**src/rtl/matrix_display_reader_pkg.sv**
```systemverilog
// Shared definitions for the matrix display reader.
//   MAX_MATRICES / RESP_TIMEOUT : default slot count and response timeout
//   ASCII constants             : characters used in the output stream
//   state_t                     : reader FSM state encoding
package matrix_display_reader_pkg;

    localparam int MAX_MATRICES = 10;
    localparam int RESP_TIMEOUT = 15;

    localparam logic [7:0] MINUS = 8'h2D;
    localparam logic [7:0] SPACE = 8'h20;
    localparam logic [7:0] CR    = 8'h0D;
    localparam logic [7:0] LF    = 8'h0A;
    localparam logic [7:0] ZERO  = 8'h30;
    localparam logic [7:0] COLON = 8'h3A;
    localparam logic [7:0] LC_X  = 8'h78;

    typedef enum logic [2:0] {
        S_IDLE,
        S_REQ,
        S_WAIT_META,
        S_RD,
        S_WAIT_DATA,
        S_EMIT,
        S_FIN
    } state_t;

endpackage

```
**src/rtl/matrix_display_reader_if.sv**
```systemverilog
// Storage display port plus the outgoing byte stream.
//   master : reader side (drives requests and tx bytes)
//   slave  : storage / transmitter side
interface matrix_display_reader_if;
    logic       stor_start_disp;
    logic [3:0] stor_matrix_id;
    logic       stor_read_en;
    logic [7:0] stor_data;
    logic       stor_data_valid;
    logic       stor_meta_valid;
    logic       stor_error;
    logic [7:0] tx_data;
    logic       tx_valid;
    logic       tx_ready;

    modport master (
        output stor_start_disp, stor_matrix_id, stor_read_en, tx_data, tx_valid,
        input  stor_data, stor_data_valid, stor_meta_valid, stor_error, tx_ready
    );

    modport slave (
        input  stor_start_disp, stor_matrix_id, stor_read_en, tx_data, tx_valid,
        output stor_data, stor_data_valid, stor_meta_valid, stor_error, tx_ready
    );
endinterface

```
**src/rtl/matrix_display_reader_elem_to_ascii.sv**
```systemverilog
// Combinational split of a signed 8-bit element into decimal digits.
//   value    in  : two's complement element
//   neg      out : element is negative
//   hundreds/tens/units out : binary digit values 0..9 of |value|
//   ndig     out : number of significant digits, 1..3
module elem_to_ascii (
    input  logic [7:0] value,
    output logic       neg,
    output logic [7:0] hundreds,
    output logic [7:0] tens,
    output logic [7:0] units,
    output logic [1:0] ndig
);
    logic [7:0] mag;

    always_comb begin
        neg = value[7];
        // 8-bit unsigned magnitude, so -128 becomes 128
        mag = value[7] ? (~value + 8'd1) : value;
        hundreds = mag / 8'd100;
        tens     = (mag / 8'd10) % 8'd10;
        units    = mag % 8'd10;
        if (mag >= 8'd100)     ndig = 2'd3;
        else if (mag >= 8'd10) ndig = 2'd2;
        else                   ndig = 2'd1;
    end
endmodule

```
**src/rtl/matrix_display_reader.sv**
```systemverilog
// Reads one stored matrix through the storage display port and streams it as
// ASCII decimal text on a valid/ready byte interface.
//   clk, rst_n             : clock, asynchronous active-low reset
//   start, disp_id         : request to display matrix disp_id
//   list_m_flat/list_n_flat: per-slot row/column counts, 3 bits per slot
//   busy, done, err        : operation status
//   bus (master)           : storage request/read port and tx byte stream
// Optional build macro MATRIX_DISP_HEADER_EN prefixes the stream with "<id>:<m>x<n>\r\n".
//
// state       | meaning
// S_IDLE      | wait for start
// S_REQ       | one-cycle display request to storage
// S_WAIT_META | wait for storage to accept/reject, with timeout
// S_RD        | one-cycle element read strobe
// S_WAIT_DATA | wait for element data, with timeout
// S_EMIT      | send buffered characters (header or element)
// S_FIN       | done pulse, err if failed
module matrix_display_reader #(
    parameter int MAX_MATRICES = matrix_display_reader_pkg::MAX_MATRICES,
    parameter int RESP_TIMEOUT = matrix_display_reader_pkg::RESP_TIMEOUT
) (
    input  logic                      clk,
    input  logic                      rst_n,
    input  logic                      start,
    input  logic [3:0]                disp_id,
    input  logic [3*MAX_MATRICES-1:0] list_m_flat,
    input  logic [3*MAX_MATRICES-1:0] list_n_flat,
    output logic                      busy,
    output logic                      done,
    output logic                      err,
    matrix_display_reader_if.master   bus
);
    import matrix_display_reader_pkg::*;

    localparam int            TW       = $clog2(RESP_TIMEOUT + 1);
    localparam logic [TW-1:0] TMO_LOAD = TW'(RESP_TIMEOUT - 1);

    state_t        state_q, state_d;
    logic [3:0]    id_q;
    logic [2:0]    m_q, n_q, row_q, col_q;
    logic [TW-1:0] tmo_q;
    logic          err_q, hdr_q;
    logic [7:0]    seq_q [8];
    logic [2:0]    idx_q, last_q;

    logic [2:0]    m_sel, n_sel, p, elem_last;
    logic          id_ok, last_col, last_elem, tmo_zero;
    logic [7:0]    elem_seq [8];
    logic          e_neg;
    logic [7:0]    e_h, e_t, e_u;
    logic [1:0]    e_nd;

    elem_to_ascii u_e2a (
        .value    (bus.stor_data),
        .neg      (e_neg),
        .hundreds (e_h),
        .tens     (e_t),
        .units    (e_u),
        .ndig     (e_nd)
    );

    always_comb begin
        m_sel = 3'd0;
        n_sel = 3'd0;
        for (int k = 0; k < MAX_MATRICES; k++) begin
            if ({28'd0, disp_id} == 32'(k)) begin
                m_sel = list_m_flat[3*k +: 3];
                n_sel = list_n_flat[3*k +: 3];
            end
        end
    end

    assign id_ok     = {28'd0, disp_id} < 32'(MAX_MATRICES);
    assign last_col  = ({1'b0, col_q} + 4'd1) >= {1'b0, n_q};
    assign last_elem = last_col && (({1'b0, row_q} + 4'd1) >= {1'b0, m_q});
    assign tmo_zero  = (tmo_q == '0);

    // Character sequence for the element arriving this cycle
    always_comb begin
        for (int k = 0; k < 8; k++) elem_seq[k] = 8'h00;
        p         = 3'd0;
        elem_last = 3'd0;
        if (e_neg) begin
            elem_seq[p] = MINUS;
            p = p + 3'd1;
        end
        if (e_nd == 2'd3) begin
            elem_seq[p] = ZERO + e_h;
            p = p + 3'd1;
        end
        if (e_nd >= 2'd2) begin
            elem_seq[p] = ZERO + e_t;
            p = p + 3'd1;
        end
        elem_seq[p] = ZERO + e_u;
        p = p + 3'd1;
        if (!last_col) begin
            elem_seq[p] = SPACE;
            elem_last   = p;
        end else begin
            elem_seq[p]        = CR;
            elem_seq[p + 3'd1] = LF;
            elem_last          = p + 3'd1;
        end
    end

    always_ff @(posedge clk or negedge rst_n) begin
        if (!rst_n) state_q <= S_IDLE;
        else        state_q <= state_d;
    end

    always_comb begin
        state_d = state_q;
        case (state_q)
            S_IDLE:      if (start) state_d = id_ok ? S_REQ : S_FIN;
            S_REQ:       state_d = S_WAIT_META;
            S_WAIT_META: begin
                if (bus.stor_error)           state_d = S_FIN;
`ifdef MATRIX_DISP_HEADER_EN
                else if (bus.stor_meta_valid) state_d = S_EMIT;
`else
                else if (bus.stor_meta_valid) state_d = S_RD;
`endif
                else if (tmo_zero)            state_d = S_FIN;
            end
            S_RD:        state_d = S_WAIT_DATA;
            S_WAIT_DATA: begin
                if (bus.stor_data_valid) state_d = S_EMIT;
                else if (tmo_zero)       state_d = S_FIN;
            end
            S_EMIT: begin
                if (bus.tx_ready && idx_q == last_q)
                    state_d = (hdr_q || !last_elem) ? S_RD : S_FIN;
            end
            S_FIN:       state_d = S_IDLE;
            default:     state_d = S_IDLE;
        endcase
    end

    always_ff @(posedge clk or negedge rst_n) begin
        if (!rst_n) begin
            id_q   <= 4'd0;
            m_q    <= 3'd0;
            n_q    <= 3'd0;
            row_q  <= 3'd0;
            col_q  <= 3'd0;
            tmo_q  <= '0;
            err_q  <= 1'b0;
            hdr_q  <= 1'b0;
            idx_q  <= 3'd0;
            last_q <= 3'd0;
            for (int k = 0; k < 8; k++) seq_q[k] <= 8'h00;
        end else begin
            case (state_q)
                S_IDLE: if (start) begin
                    err_q <= !id_ok;
                    row_q <= 3'd0;
                    col_q <= 3'd0;
                    hdr_q <= 1'b0;
                    if (id_ok) begin
                        id_q <= disp_id;
                        m_q  <= m_sel;
                        n_q  <= n_sel;
                    end
                end
                S_REQ, S_RD: tmo_q <= TMO_LOAD;
                S_WAIT_META: begin
                    if (!tmo_zero) tmo_q <= tmo_q - 1'b1;
                    if (bus.stor_error || (!bus.stor_meta_valid && tmo_zero)) err_q <= 1'b1;
`ifdef MATRIX_DISP_HEADER_EN
                    if (!bus.stor_error && bus.stor_meta_valid) begin
                        seq_q[0] <= ZERO + {4'd0, id_q};
                        seq_q[1] <= COLON;
                        seq_q[2] <= ZERO + {5'd0, m_q};
                        seq_q[3] <= LC_X;
                        seq_q[4] <= ZERO + {5'd0, n_q};
                        seq_q[5] <= CR;
                        seq_q[6] <= LF;
                        idx_q    <= 3'd0;
                        last_q   <= 3'd6;
                        hdr_q    <= 1'b1;
                    end
`endif
                end
                S_WAIT_DATA: begin
                    if (!tmo_zero) tmo_q <= tmo_q - 1'b1;
                    if (bus.stor_data_valid) begin
                        for (int k = 0; k < 8; k++) seq_q[k] <= elem_seq[k];
                        idx_q  <= 3'd0;
                        last_q <= elem_last;
                    end else if (tmo_zero) begin
                        err_q <= 1'b1;
                    end
                end
                S_EMIT: if (bus.tx_ready) begin
                    if (idx_q == last_q) begin
                        if (hdr_q) begin
                            hdr_q <= 1'b0;
                        end else if (!last_elem) begin
                            if (last_col) begin
                                col_q <= 3'd0;
                                row_q <= row_q + 3'd1;
                            end else begin
                                col_q <= col_q + 3'd1;
                            end
                        end
                    end else begin
                        idx_q <= idx_q + 3'd1;
                    end
                end
                default: ;
            endcase
        end
    end

    assign busy                = (state_q != S_IDLE);
    assign done                = (state_q == S_FIN);
    assign err                 = done && err_q;
    assign bus.stor_start_disp = (state_q == S_REQ);
    assign bus.stor_read_en    = (state_q == S_RD);
    assign bus.stor_matrix_id  = id_q;
    assign bus.tx_valid        = (state_q == S_EMIT);
    assign bus.tx_data         = bus.tx_valid ? seq_q[idx_q] : 8'h00;

endmodule
```
**src/flat_wrapper.sv**
```systemverilog
// flat-port wrapper written by rule: the top's interface ports become plain ports
module matrix_display_reader_flat import matrix_display_reader_pkg::*;
#(
    parameter int MAX_MATRICES = matrix_display_reader_pkg::MAX_MATRICES,
    parameter int RESP_TIMEOUT = matrix_display_reader_pkg::RESP_TIMEOUT
)
  (clk, rst_n, start, disp_id, list_m_flat, list_n_flat, busy, done, err, bus_stor_start_disp, bus_stor_matrix_id, bus_stor_read_en, bus_tx_data, bus_tx_valid, bus_stor_data, bus_stor_data_valid, bus_stor_meta_valid, bus_stor_error, bus_tx_ready);
  matrix_display_reader_if bus_i ();
  input  logic clk;
  input  logic rst_n;
  input  logic start;
  input  logic [3:0] disp_id;
  input  logic [3*MAX_MATRICES-1:0] list_m_flat;
  input  logic [3*MAX_MATRICES-1:0] list_n_flat;
  output logic busy;
  output logic done;
  output logic err;
  output wire logic [$bits(bus_i.stor_start_disp)-1:0] bus_stor_start_disp;
  output wire logic [$bits(bus_i.stor_matrix_id)-1:0] bus_stor_matrix_id;
  output wire logic [$bits(bus_i.stor_read_en)-1:0] bus_stor_read_en;
  output wire logic [$bits(bus_i.tx_data)-1:0] bus_tx_data;
  output wire logic [$bits(bus_i.tx_valid)-1:0] bus_tx_valid;
  input wire logic [$bits(bus_i.stor_data)-1:0] bus_stor_data;
  input wire logic [$bits(bus_i.stor_data_valid)-1:0] bus_stor_data_valid;
  input wire logic [$bits(bus_i.stor_meta_valid)-1:0] bus_stor_meta_valid;
  input wire logic [$bits(bus_i.stor_error)-1:0] bus_stor_error;
  input wire logic [$bits(bus_i.tx_ready)-1:0] bus_tx_ready;
  assign bus_stor_start_disp = bus_i.stor_start_disp;
  assign bus_stor_matrix_id = bus_i.stor_matrix_id;
  assign bus_stor_read_en = bus_i.stor_read_en;
  assign bus_tx_data = bus_i.tx_data;
  assign bus_tx_valid = bus_i.tx_valid;
  assign bus_i.stor_data = bus_stor_data;
  assign bus_i.stor_data_valid = bus_stor_data_valid;
  assign bus_i.stor_meta_valid = bus_stor_meta_valid;
  assign bus_i.stor_error = bus_stor_error;
  assign bus_i.tx_ready = bus_tx_ready;
  matrix_display_reader #(.MAX_MATRICES(MAX_MATRICES), .RESP_TIMEOUT(RESP_TIMEOUT)) u_core (.clk(clk), .rst_n(rst_n), .start(start), .disp_id(disp_id), .list_m_flat(list_m_flat), .list_n_flat(list_n_flat), .busy(busy), .done(done), .err(err), .bus(bus_i));
endmodule
```
**config.mk**
```make
export PLATFORM = sky130hd
export DESIGN_NAME = matrix_display_reader_flat
export DESIGN_NICKNAME = d
export VERILOG_FILES = /design/src/rtl/matrix_display_reader_pkg.sv /design/src/rtl/matrix_display_reader_if.sv /design/src/rtl/matrix_display_reader_elem_to_ascii.sv /design/src/rtl/matrix_display_reader.sv /design/src/flat_wrapper.sv
export SDC_FILE = /design/constraint.sdc
export NUM_CORES = 1
export LEC_CHECK = 0
export CAP_MARGIN = 5
export CORE_ASPECT_RATIO = 1.4
export CORE_UTILIZATION = 30
export CTS_CLUSTER_DIAMETER = 60
export DETAILED_ROUTE_END_ITERATION = 10
export PLACE_DENSITY = 0.46
export SLEW_MARGIN = 20
export SYNTH_ARGS = -nofsm -noshare
export SYNTH_HDL_FRONTEND = slang
export SYNTH_HIERARCHICAL = 1
export SYNTH_SLANG_ARGS = --single-unit
export TNS_END_PERCENT = 100
```
**constraint.sdc**
```tcl
create_clock -name clk -period 2.9 [get_ports clk]
set_input_delay 0.435 -clock clk [delete_from_list [all_inputs] [get_ports clk]]
set_output_delay 0.435 -clock clk [all_outputs]
set_load 0.03 [all_outputs]
```
==> results_dict.tcl, run 1 <==
set metrics [dict create \
    status "finished with violations" \
    violations "setup timing" \
    track_usage_pct 21.25 \
    viasPerCell 5.241 \
    cp-endpoint "u_core/seq_q[53]" \
    timing.final.ws_setup_ps -1634 \
    cts_tree "built" \
    fin_hold_ws_ps 95.22 \
    drive_gt1_share_pct 41.71 \
    clkTransAtPathRegs_ps 70 \
    grt_start_max_net_pins 65 \
    io_buffers 96 \
    die_w_um 139.7 \
    relSlewSlack_pct 58.74 \
    fmax_ghz 0.2206 \
    pwr-share-comb_pct 64.4 \
    swShare_pct 42.56 \
    cts_sinks 94 \
    synth_area_leaders "dfrtp_1 30%, mux4_2 6.2%, ha_1 5.0%" \
    irDropWorstVdd_mv 0.3141 \
    wl_mm 28.61 \
    worstPathArrival_ps 4770 \
    synthArstFlopShare_pct 100.0 \
    synth_ff_type "dfrtp_1" \
    rrSetupSlack_ps 290 \
    min_period_ps 4534 \
    worstPathRequired_ps 3130 \
    core_region_area_um2 26100 \
    rows 70 \
    dr.pass1.iters 4 \
    final_util_pct 48.02 \
    netlist_area_um2 7959 \
    dp_slack_ps -2648 \
    area_delta_synth_final_pct 57.49 \
    power.density_nw_per_um2 729.8 \
    finalSetupViolations 67 \
    synth.distinct_cells 94 \
    yosysWarnings 6 \
    clk_latency_ps 350 \
    stdcell_area_um2 12530 \
    hold_viol 0 \
    drcViolationCount 0 \
    numCtsBuffers 9 \
    dieArea_um2 27190 \
    cts_buffer_depth 2 \
    power_frac_seq_pct 22.5 \
    initial_core_util_pct 30.49 \
    post_drt_wl_per_cell_um 18.61 \
    switchingPower_w 0.003893 \
    power.share.clock_pct 13.1 \
    num_io_pins 97 \
    place_congestion 0.8419 \
    rsz0062_at_grt "yes" \
    p_int_w 0.005255 \
    nets 1321 \
    layout_commonest_cell "buf_4" \
    startpoint_type "primary input" \
    ctsRootBufferMaster "clkbuf_16" \
    r2r-end "u_core/seq_q[13]" \
    fin_skew_ps 12.38 \
    num_vias 8055 \
    antenna_found_initial 0 \
    layout_common_cells "225 x buf_4, 93 x dfrtp_1, 82 x clkdlybuf4s50_1, 82 x nor2_1, 79 x nand2_1" \
    synth_seq_area_share_pct 29.56 \
    maxCapViolCount 0 \
    num_antenna_cells 0 \
    post-synth-top-area-cell "dfrtp_1" \
    die_y_um 194.7 \
    detail-route-antenna-nets 0 \
    synth.avg_cell_area_um2 8.717 \
    dpl.hpwl_mm 22.85 \
    gr-total-overflow 0 \
    hp-class "in -> async" \
    r2r-start "u_core/col_q[0]" \
    place_area_um2 11160 \
    period_share_pct 156.3 \
    synth_edf_count 0 \
    cp-startpoint "bus_stor_data[1]" \
    grt_pass1_wl_mm 44.97 \
    synth_top_area_share_pct 29.56 \
    dr.first_iter.drc_count 333 \
    ys_ff_latch 94 \
    worst_pin_slew_ps 618.9 \
    ff2ff_path_depth 8 \
    power_w 0.009147 \
    htreeDepth 3 \
    slew_violations 0 \
    crit_fanout 8 \
    end_kind "flip-flop" \
    syn_inst 913 \
    p_leak_nw 5.281 \
    grt_pass1_vias 8381 \
    path_class "in -> reg" \
]
cell families after synthesis:
logic type,synth area share (%)
adder cells (fa/ha/maj),5.282
flip-flops,29.56
AND/OR/NAND/NOR,20.04
other,0.04712
multiplexers,10.77
buffers and inverters,6.634
XOR/XNOR,3.191
AO/OA/AOI/OAI,24.48
Yosys cell counts (all sizes together), types with 25 or more instances:
cell type and count:
dfrtp 94, nor2 93, nand2 91, o21ai 66, a21oi 53, buf 43, inv 42, ha 32
a22o 25, clkbuf 25
registers in the layout, indices dropped and copies added, names as in the netlist:
signal,flops
u_core/err_q,1
u_core/seq_q,64
u_core/idx_q,3
u_core/col_q,3
u_core/n_q,3
u_core/state_q,3
u_core/bus.stor_matrix_id,4
u_core/tmo_q,4
u_core/last_q,3
u_core/m_q,3
u_core/row_q,3
per-stage QoR:
stage          TNS (ps)  cells
2_1_floorplan   -103020    918
3_3_place_gp    -154840   1484
4_1_cts         -101510   1515
5_1_grt         -106570   1537
3_5_place_dp    -157970   1484
6_report         -95310   1537
repair_timing:
action,in CTS,in global routing
hold buffers,0,0
cloned,0,1
setup buffers,17,25
pin swaps,55,85
resized for setup,78,127
endpoints found under the hold margin,0,0
setup endpoints to repair,71,69
critical path, stage by stage:
cell and delay [ps]:
buf_12 110, inv_12 40, ha_4 130, or3b_1 340, a221o_2 440, ha_4 200, or2_4 270, nor4_4 270
o21ai_4 90, a21oi_4 160, xnor2_2 140, inv_2 70, ha_4 170, nand3_4 70, o2111ai_4 160, xnor2_2 200
ha_2 170, and2b_1 170, o211ai_2 170, xor2_2 210, inv_2 70, ha_4 340, o221ai_2 110, a32o_1 220
power groups by stage:
stage / logic, W / registers (W) / clock network, W
2_1_floorplan: 0.00317 / 0.00201 / 0
6_report: 0.00589 / 0.00206 / 0.00120
5_1_grt: 0.00633 / 0.00213 / 0.00127
3_5_place_dp: 0.00513 / 0.00209 / 0
3_3_place_gp: 0.00512 / 0.00208 / 0
4_1_cts: 0.00539 / 0.00206 / 0.00123
routing by layer:
layer	track usage, %	vias up	part of all wire [%]
met3	2.045	55	3.0
met4	8.628	0	3.6
met1	20.62	3884	35
met5	0	-	0
met2	44.48	181	58
li1	-	3935	-
worst min-delay path by stage:
stage | endpoint | slack, ps | cells past startpoint
floorplan | u_core/bus.stor_matrix_id[0] | 140 | 0
global placement | u_core/seq_q[23] | 460 | 2
finish | u_core/tmo_q[3] | 100 | 1
CTS | u_core/tmo_q[2] | 120 | 1
global route | u_core/tmo_q[2] | 140 | 1
detailed placement | u_core/seq_q[36] | 470 | 2
final cells by class:
type	instances	area (µm²)
repair buffers	348	3092
fillers	2543	13570
flip-flops and latches	94	2354
well taps	324	405.4
multi-input cells	712	6183
clock inverters	5	60.06
clock buffers	10	229.0
inverters	44	211.5
(Power assumes the default switching activity.)
==> run 2, diff against run 1 <==
--- a/config.mk
+++ b/config.mk
@@ -7,10 +7,11 @@
 export LEC_CHECK = 0
 export CAP_MARGIN = 5
 export CORE_ASPECT_RATIO = 1.4
-export CORE_UTILIZATION = 30
+export CORE_UTILIZATION = 35
 export CTS_CLUSTER_DIAMETER = 60
 export DETAILED_ROUTE_END_ITERATION = 10
-export PLACE_DENSITY = 0.46
+export MAX_ROUTING_LAYER = met4
+export PLACE_DENSITY = 0.52
 export SLEW_MARGIN = 20
 export SYNTH_ARGS = -nofsm -noshare
 export SYNTH_HDL_FRONTEND = slang
==> constraint.sdc (replaced) <==
create_clock -name clk -period 5.8 [get_ports clk]
set_input_delay 0.87 -clock clk [delete_from_list [all_inputs] [get_ports clk]]
set_output_delay 0.87 -clock clk [all_outputs]
set_load 0.03 [all_outputs]
==> results_dict.tcl, run 2 (synthesized netlist as in run 1, its figures left out) <==
set metrics [dict create \
    whs_endpoint "u_core/seq_q[63]" \
    relSlewSlack_pct 35.13 \
    cts_tree "built" \
    crit_fanout 5 \
    layout_common_cells "128 x buf_4, 95 x clkdlybuf4s50_1, 94 x dfrtp_1" \
    num_vias 7581 \
    min_from "u_core/seq_q[63]" \
    fin_hold_ws_ps 477.6 \
    viasPerCell 5.458 \
    gr-total-overflow 0 \
    largest_register_ffs 64 \
    holdPathStages 2 \
    maxCapViolCount 0 \
    worst_pin_slew_ps 973.1 \
    hold_viol 0 \
    initial_core_util_pct 36.01 \
    power_w 0.003841 \
    rrSetupSlack_ps 2970 \
    worstPathArrival_ps 5750 \
    track_usage_pct 22.99 \
    clk_latency_ps 350 \
    core_region_area_um2 22100 \
    finalSetupViolations 0 \
    post_drt_wl_per_cell_um 18.26 \
    htreeDepth 3 \
    place_congestion 0.8487 \
    grt_start_max_net_pins 51 \
    power.density_nw_per_um2 369.2 \
    max_stage_delay_ps 430 \
    grt_pass1_vias 7744 \
    dpl.hpwl_mm 20.25 \
    die_w_um 129.4 \
    area_delta_synth_final_pct 30.73 \
    cts_sinks 94 \
    dr.pass1.iters 5 \
    fmax_ghz 0.1814 \
    antenna_found_initial 0 \
    largest_register "u_core/seq_q" \
    io_buffers 96 \
    cpMaxStageDelayCell "clkdlybuf4s50_1" \
    period_share_pct 95.04 \
    die_y_um 180.4 \
    detail-route-antenna-nets 0 \
    ff2ff_path_depth 7 \
    nets 1199 \
    startpoint_type "primary input" \
    wl_mm 25.36 \
    slew_violations 0 \
    min_period_ps 5512 \
    clkTransAtPathRegs_ps 70 \
    final_util_pct 47.08 \
    dieArea_um2 23360 \
    worstPathRequired_ps 6040 \
    layout_commonest_cell "buf_4" \
    crit_family "compound AO/OA/AOI/OAI gates" \
    path_buf_inv 6 \
    r2r-end "u_core/seq_q[9]" \
    cts_buffer_depth 2 \
    ctsHoldBuffers 0 \
    fin_skew_ps 9.434 \
    end_kind "flip-flop" \
    path_class "in -> reg" \
    grt_pass1_wl_mm 40.34 \
    num_io_pins 97 \
    irDropWorstVdd_mv 0.1613 \
    r2r-start "u_core/col_q[0]" \
    drcViolationCount 0 \
    num_antenna_cells 0 \
    drive_gt1_share_pct 22.99 \
    rows 64 \
    ctsRootBufferMaster "clkbuf_16" \
    p_leak_nw 4.393 \
    dr.first_iter.drc_count 333 \
    numCtsBuffers 9 \
    status "complete, no violations" \
    hp-class "reg -> reg" \
]
-- run 2: cell count changes in the layout (fill, tap and decap cells not counted), sizes merged --
cell / before / now
buf: 261 / 131
clkdlybuf4s50: 82 / 95
clkbuf: 12 / 9
dlygate4sd2: 3 / 0
inv: 42 / 44
bufinv: 1 / 2
clkinvlp: 2 / 1
-- run 2: routing by layer --
metal / wire [µm] / GRT usage, % / part of all wire, %
met4: 1217 / 11.81 / 4.8
met5: 0 / - / 0
met2: 14260 / 43.63 / 56
met1: 9153 / 22.65 / 36
met3: 722 / 2.167 / 2.8
-- run 2: worst max-delay path by stage --
stage                           startpoint               end  slack (ps)  cells past startpoint
after global placement    bus_stor_data[4]  u_core/seq_q[13]        -300                     26
after global routing      bus_stor_data[1]  u_core/seq_q[62]          -5                     29
after CTS                 bus_stor_data[0]   u_core/seq_q[6]           5                     26
after floorplan           bus_stor_data[0]  u_core/seq_q[37]          20                     27
final                     bus_stor_data[0]  u_core/seq_q[46]         290                     27
after detailed placement  bus_stor_data[0]   u_core/seq_q[6]        -360                     26
-- run 2: layout make-up --
cell class | instances | area, µm²
clock buffers | 9 | 225.2
clock inverters | 7 | 95.09
fillers | 2195 | 11700
inverters | 44 | 170.2
multi-input cells | 712 | 5236
flip-flops and latches | 94 | 2352
well taps | 297 | 371.6
repair buffers | 226 | 1954
-- run 2: worst reg2reg max path, stage by stage, from the launching register on --
cell     delay [ps]
dfrtp_1         420
ha_1            340
ha_1            270
o21ai_0         230
o21a_1          710
nor2_1          170
a21oi_1         430
a21oi_1         120
-- run 2: what timing repair did --
item | CTS | global route
setup buffers | 0 | 1
setup endpoints to repair | 0 | 42
resized for setup | 0 | 28
-- run 2: through the flow --
stage	area [µm²]	cells	setup slack, ps	TNS, ps
after floorplan	8011	918	22.38	0
after global placement	9968	1372	-295.9	-6760
after detailed placement	9968	1372	-364.1	-9314
after CTS	10290	1388	4.631	0
after global routing	10410	1389	-5.210	-15.37
final	10410	1389	287.9	0
-- run 2: where the power goes --
part	leakage [nW]	internal [W]	switching (W)
Sequential	1.21	0.000880	0.000206
Combinational	3.03	0.000985	0.00113
Clock	0.156	0.000379	0.000257
==> run 3, diff against run 2 <==
--- a/config.mk
+++ b/config.mk
@@ -8,7 +8,6 @@
 export CAP_MARGIN = 5
 export CORE_ASPECT_RATIO = 1.4
 export CORE_UTILIZATION = 35
-export CTS_CLUSTER_DIAMETER = 60
 export DETAILED_ROUTE_END_ITERATION = 10
 export MAX_ROUTING_LAYER = met4
 export PLACE_DENSITY = 0.52
==> results of run 3 <==
The final DEF is identical to that of run 2; final timing and power are the same.
